### config.mk
export PLATFORM = sky130hd
export DESIGN_NAME = mem_port_arbiter
export DESIGN_NICKNAME = d
export VERILOG_FILES = /design/src/rtl/mem_arb_pkg.sv /design/src/rtl/mem_port_arbiter.sv
export SDC_FILE = /design/constraint.sdc
export NUM_CORES = 1
export LEC_CHECK = 0
export ABC_AREA = 1
export BUFFER_PORTS_ARGS = -buffer_cell sky130_fd_sc_hd__buf_2
export CORE_AREA = 3 3 54 56
export CTS_CLUSTER_SIZE = 20
export DETAILED_ROUTE_END_ITERATION = 8
export DIE_AREA = 0 0 57 59
export GPL_TIMING_DRIVEN = 0
export PLACE_DENSITY = 0.83
export SLEW_MARGIN = 20
export SYNTH_ARGS = -nofsm -noshare
export SYNTH_HDL_FRONTEND = slang
export SYNTH_SLANG_ARGS = --single-unit
export TNS_END_PERCENT = 100
### constraint.sdc
create_clock -name clk -period 1.5 [get_ports clk]
set_clock_uncertainty 0.05 [all_clocks]
set_input_delay 0.15 -clock clk [delete_from_list [all_inputs] [get_ports clk]]
set_output_delay 0.15 -clock clk [all_outputs]
set_load 0.005 [all_outputs]
### src/rtl/mem_arb_pkg.sv
// Shared types and constants for the main-memory port arbiter.
// Holds the arbiter state encoding, the round-robin port identifier and
// block/latency constants used by the arbiter and its memory/bench neighbours.
package mem_arb_pkg;

  typedef enum logic [1:0] {
    IDLE   = 2'd0,
    IC_OWN = 2'd1,
    DC_RD  = 2'd2,
    DC_WR  = 2'd3
  } arb_state_e;

  typedef enum logic {
    PORT_IC = 1'b0,
    PORT_DC = 1'b1
  } port_e;

  localparam int BLOCK_BEATS = 8;
  localparam int MEM_LATENCY = 4;

endpackage

### src/rtl/mem_port_arbiter.sv
// Purpose: shares the single memory port between the I-cache and D-cache fill FSMs.
// Latency: grant appears one cycle after a request is sampled in IDLE; mem_* follow the owner combinationally.
// Backpressure: a grant is held until the block fill (BEATS valids) or the single store completes; losers simply keep requesting.
module mem_port_arbiter
  import mem_arb_pkg::*;
#(
  parameter int ADDR_W = 16,
  parameter int DATA_W = 16,
  parameter int BEATS  = BLOCK_BEATS
) (
  input  logic              clk,
  input  logic              rst_n,
  input  logic              ic_req,
  input  logic [ADDR_W-1:0] ic_addr,
  output logic              ic_gnt,
  output logic              ic_data_valid,
  input  logic              dc_req,
  input  logic              dc_wr,
  input  logic [ADDR_W-1:0] dc_addr,
  input  logic [DATA_W-1:0] dc_wdata,
  output logic              dc_gnt,
  output logic              dc_data_valid,
  output logic              mem_en,
  output logic              mem_wr,
  output logic [ADDR_W-1:0] mem_addr,
  output logic [DATA_W-1:0] mem_wdata,
  input  logic              mem_data_valid
);

  localparam int CNT_W = $clog2(BEATS);
  localparam logic [CNT_W-1:0] LAST_BEAT = CNT_W'(BEATS - 1);

  arb_state_e       state_q;
  logic [CNT_W-1:0] beat_cnt_q;
  port_e            rr_last_q;

  // Arbitration, ownership and beat counting; every grant returns through IDLE,
  // so back-to-back requests always re-arbitrate with the updated round-robin pointer.
  always_ff @(posedge clk) begin
    if (!rst_n) begin
      state_q    <= IDLE;
      beat_cnt_q <= '0;
      rr_last_q  <= PORT_IC;
    end else begin
      case (state_q)
        IDLE: begin
          // Ties go to whichever port did not win last time.
          if (ic_req && (!dc_req || (rr_last_q == PORT_DC))) begin
            state_q   <= IC_OWN;
            rr_last_q <= PORT_IC;
          end else if (dc_req) begin
            state_q   <= dc_wr ? DC_WR : DC_RD;
            rr_last_q <= PORT_DC;
          end
        end
        IC_OWN, DC_RD: begin
          // Completion is driven purely by returned words, not by the requester's req.
          if (mem_data_valid) begin
            if (beat_cnt_q == LAST_BEAT) begin
              beat_cnt_q <= '0;
              state_q    <= IDLE;
            end else begin
              beat_cnt_q <= beat_cnt_q + 1'b1;
            end
          end
        end
        DC_WR: begin
          state_q <= IDLE;
        end
        default: begin
          state_q <= IDLE;
        end
      endcase
    end
  end

  // Port mux and valid routing decoded from the current owner; IDLE drives everything low
  // so stray memory returns are dropped there and in DC_WR.
  always_comb begin
    ic_gnt        = 1'b0;
    dc_gnt        = 1'b0;
    ic_data_valid = 1'b0;
    dc_data_valid = 1'b0;
    mem_en        = 1'b0;
    mem_wr        = 1'b0;
    mem_addr      = '0;
    mem_wdata     = '0;
    case (state_q)
      IC_OWN: begin
        ic_gnt        = 1'b1;
        ic_data_valid = mem_data_valid;
        mem_en        = ic_req;
        mem_addr      = ic_addr;
      end
      DC_RD: begin
        dc_gnt        = 1'b1;
        dc_data_valid = mem_data_valid;
        mem_en        = dc_req;
        mem_wr        = dc_wr;
        mem_addr      = dc_addr;
        mem_wdata     = dc_wdata;
      end
      DC_WR: begin
        dc_gnt    = 1'b1;
        mem_en    = dc_req;
        mem_wr    = dc_wr;
        mem_addr  = dc_addr;
        mem_wdata = dc_wdata;
      end
      default: begin
        ic_gnt = 1'b0;
      end
    endcase
  end

endmodule

# Word-level counts from Yosys, hierarchy flattened
# Cells that the tools add are included.
[word_totals]
elab_cells = 38
input_bits = 54
register_bits = 6
[classes]
n_reduce_logical = 10
mux = 17
addsub = 1
eq_ne = 7
[op_table]
columns = ["operator", "count"]
rows = [
  ["$pmux W16 S2", 1],
  ["$mux W16", 1],
  ["$mux W1", 8],
  ["$mux W2", 4],
  ["$pmux W2 S3", 1],
  ["$eq A2 B2 Y1 const B", 2],
  ["$ne A2 B2 Y1 const B", 2],
  ["$reduce_and A2 Y1", 2],
  ["$reduce_or A2 Y1", 2],
  ["$add A3 B1 Y3 const B", 1],
  ["$eq A3 B3 Y1 const B", 1],
  ["$mux W3", 1],
  ["$ne A3 B3 Y1 const B", 1],
  ["$reduce_and A3 Y1", 1],
  ["$eq A2 B1 Y1 const B", 1],
  ["$logic_not A2 Y1", 1],
  ["$pmux W1 S2", 1],
  ["$reduce_bool A2 Y1", 1],
  ["$logic_and A1 B1 Y1", 1],
  ["$logic_not A1 Y1", 1],
  ["$logic_or A1 B1 Y1", 1],
]

# Logic depth before layout (Yosys ltp)
[logic_depth]
ltp_word = 5
mapped_depth = 7
depth_no_buf = 7

# Least setup slack after synthesis
# Ideal clock, no wire load.
[synth_timing]
kind = "register to output"
startpoint = "reg state_q[0]"
endpoint = "out mem_addr[11]"
setup_slack_ns = 0.119
stages_incl_launch_ff = 8
n_path_buf = 1
t_arrival_ns = 1.181
cell_sequence = "dfxtp_1 inv_1 ha_1 nor2_4 inv_4 buf_6 nand2_2 a21oi_2"
[synth_via]
elab_chain_cells = 3
word_cells_on_any_way = 5
classes_between = "3 x eq/ne; 1 x mux; 1 x reduce/logical"
[synth_lines]
columns = ["element", "line_no", "rtl"]
rows = [
  ["start, declared", "mem_port_arbiter.sv:33", "arb_state_e state_q;"],
  ["start signal, assigned", "mem_port_arbiter.sv:52", "state_q <= dc_wr ? DC_WR : DC_RD;"],
  ["$eq A2 B2 Y1", "mem_port_arbiter.sv:88", "case (state_q)"],
  ["$reduce_or A2 Y1 (no source line)", "-", ""],
  ["$pmux W16 S2 *", "mem_port_arbiter.sv:88", ""],
  ["end, declared", "mem_port_arbiter.sv:25", "output logic [ADDR_W-1:0] mem_addr,"],
]
# Every way passes the cells marked *; elsewhere a longest branch is shown, timed or not.

# Final worst setup path
[layout_timing]
startpoint = "reg state_q[0]"
endpoint = "out mem_addr[15]"
# The elaborated chain is that of the path after synthesis.

==> metrics.csv <==
stage;metric;value;unit
power;P per Cell Area;1520;nW/µm²
floorplan;die area;3360;µm²
flow_run;Max Cap Viol;0;
logic_synthesis;count leader, synth;nand2_1;
critical_path;Critical R2R Launch;state_q[1];
logic_synthesis;Area contributors post-synth;nand2_1 17%, dfxtp_1 15%, inv_1 12%, nor2_1 11%, ha_1 11%;
detailed_routing;DRC errors left;0;
logic_synthesis;ys async rst share;0;%
logic_synthesis;Warnings, synthesis;0;
critical_path;CP endpoint kind;output pin;
final_layout;nets@finish;314;
global_route;total track usage;18.3;%
critical_path;Critical Path, Cell by Cell;ha_2 > nor2_4 > inv_4 > buf_6 > nand2_1 > a21oi_1 > buf_2;
power;sequential share of power;12.3;%
global_route;global-route wire length before repair;5000;µm
final_layout;area grow syn2layout;92.4;%
clock_network;worst skew pair latency;0.24;ns
power;Pint;0.00133;W
floorplan;Starting Density;33.3;%
power;switching pwr;0.00108;W
final_layout;ant diodes;0;
min_path;Hold Path Class;in -> reg;
timing;Final Max Tran Viols;0;
logic_synthesis;Synth Area per Inst;5.65;µm²
timing;post-route worst setup slack;-0.146;ns
detailed_routing;DRT antenna net count;0;
critical_path;Worst EP arrival;1.45;ns
logic_synthesis;Post-Synthesis Cell Area;825;µm²
critical_path;Max stage delay on crit path;0.38;ns
final_layout;Fillers;221;
logic_synthesis;ys flop type;dfxtp_1;
logic_synthesis;Synth cell types;17;
logic_synthesis;Post-synth top cells;38 x nand2_1, 26 x inv_1, 24 x nor2_1;
detailed_routing;drt first-iter violations;36;
detailed_routing;Wirelength per Cell;11.4;µm
detailed_routing;routed vias/inst;4.53;
power;leakage;0.951;nW
placement;routability-driven placement congestion ratio;0.712;
clock_network;Clock Tree Buf Depth;2;
outcome;violated checks;setup timing;
floorplan;DIE WIDTH;57;µm
detailed_routing;Vias;1273;
floorplan;I/O pin count;92;
global_route;initial antenna violation count;0;
floorplan;core area;2480;µm²
placement;pre-CTS WS;-0.170;ns
logic_synthesis;synthesized net count;207;
logic_synthesis;Synth top area share;17.3;%
critical_path;critical path type;reg -> out;
critical_path;r2r setup slk;0.18;ns
power;Sw Ratio;44.8;%
final_layout;Post-Layout Cell Count;281;
critical_path;Slowest cell on crit path;dfxtp_4;
logic_synthesis;Yosys top cell by area;nand2_1;
clock_network;Post-CTS Hold Buffers;0;
global_route;largest net degree at the start of global routing;11;
final_layout;register area;128;µm²
logic_synthesis;Synth Instances;146;
logic_synthesis;post-synthesis sequential area ratio;14.6;%
critical_path;Worst Path Buf+Inv;3;
timing;crit share post-route;110;%
clock_network;Clock transition at path regs;0.04;ns
critical_path;Startpoint Class;register;
global_route;total grt overflow;0;
floorplan;die height;59;µm
critical_path;Critical Path Start;state_q[0];
final_layout;share of layout cells above drive strength 1;57.8;%
clock_network;CTS tree;built;
detailed_routing;Pre-antenna DRT Iters;4;
timing;Worst Tran Pin Value;0.234;ns
power;Gate power share;81.7;%
timing;max_slew headroom;84.3;%
timing;count of final setup violators;35;
floorplan;Std-Cell Rows;18;
placement;# placed instances;267;
power;Max VDD drop;1.02;mV
logic_synthesis;number of synthesized flops with an enable pin;0;
timing;f_max;608;MHz
power;Clock power frac;6.0;%
clock_network;# H-tree levels;1;
timing;RSZ-0062 raised after global routing;yes;
min_path;hold_sp;rst_n;
detailed_routing;total wire length;3200;µm
placement;placed wire-length estimate;2270;µm
outcome;status;finished with violations;
clock_network;cts bufs inserted;3;
logic_synthesis;Seq cells post-synth;6;
critical_path;Critical Path RT;1.30;ns
placement;port bufs;91;
timing;Final Hold Viols;0;
clock_network;Clock Root Buffer;clkbuf_4;
critical_path;cell family with most CP delay;flip-flops;
final_layout;multi-input logic area;614;µm²
timing;Final min period;1.65;ns
global_route;vias in the first global route;1208;
critical_path;CP Max Fanout;6;
clock_network;clk sinks;6;
-- worst paths after layout --
check	endpoint	depth (start not counted)
min	beat_cnt_q[1]	3
max	mem_addr[15]	7
min reg2reg	rr_last_q	2
max reg2reg	state_q[0]	7
-- area by class of cell --
cell class	count	area share, %
Buffer	5	4.57
Clock buffer	3	1.42
Inverter	27	6.70
Multi-Input combinational cell	107	38.7
Sequential cell	6	8.04
Tap cell	30	2.37
Timing Repair Buffer	103	38.2
-- sequential cells by signal, summed over array words and instances, names as in the netlist --
register    count
state_q         2
rr_last_q       1
beat_cnt_q      3
-- worst min-delay path, cell delays in order --
cell and delay [ns]:
buf_2 0.11, o21ai_0 0.07, nor2_1 0.04
-- cells by family (layout without fill, tap and decap cells) --
logic type	Yosys count	after routing	share of synthesized area [%]
buf+inv	33	138	17.3
flops	6	6	14.6
simple gates	74	74	37.6
fa+ha+maj	7	7	10.6
compound gates	26	26	19.9
-- routing by layer --
layer	GRT usage (%)	vias up	part of all wire, %
li1	-	653	-
met3	5.01	6	7.4
met5	0	-	0
met2	35.7	49	53
met1	19.3	565	37
met4	4.30	0	2.0
-- metrics by stage --
| step | hold slack [ns] | power, W | util [%] | area, µm² | TNS (ns) |
|---|---|---|---|---|---|
| after floorplan | 0.236 | 0.00113 | - | 825 | 0 |
| after global placement | 0.368 | 0.00156 | 53.2 | 1320 | -1.45 |
| after detailed placement | 0.372 | 0.00159 | 53.2 | 1320 | -2.64 |
| after CTS | 0.123 | 0.00231 | 63.0 | 1560 | -3.08 |
| after global routing | 0.123 | 0.00263 | 64.0 | 1590 | -4.67 |
| final | 0.128 | 0.00241 | 64.0 | 1590 | -2.79 |
-- placed cells by master (no fill, tap or decap), types with 3 or more instances in the layout --
cell,n
ha_1,4
nand2_2,13
buf_12,3
a21oi_2,11
a21oi_1,11
buf_2,91
buf_6,6
clkbuf_4,3
nor2_1,24
buf_4,5
dfxtp_1,4
inv_1,24
nand2_1,33
-- power groups by stage --
| stage | clock (W) | sequential [W] | combinational [W] |
|---|---|---|---|
| 3_3_place_gp | 0 | 0.000267 | 0.00129 |
| 2_1_floorplan | 0 | 0.000258 | 0.000872 |
| 6_report | 0.000145 | 0.000296 | 0.00197 |
| 4_1_cts | 0.000156 | 0.000294 | 0.00185 |
| 5_1_grt | 0.000165 | 0.000304 | 0.00216 |
| 3_5_place_dp | 0 | 0.000271 | 0.00132 |
-- repair_timing --
action	in CTS	in global routing
resized for setup	36	3
buffers inserted	8	2
gates cloned	2	0
endpoints found under the setup margin	36	36
pin swaps	3	1
Note: power is estimated with default switching activity, not from simulation.
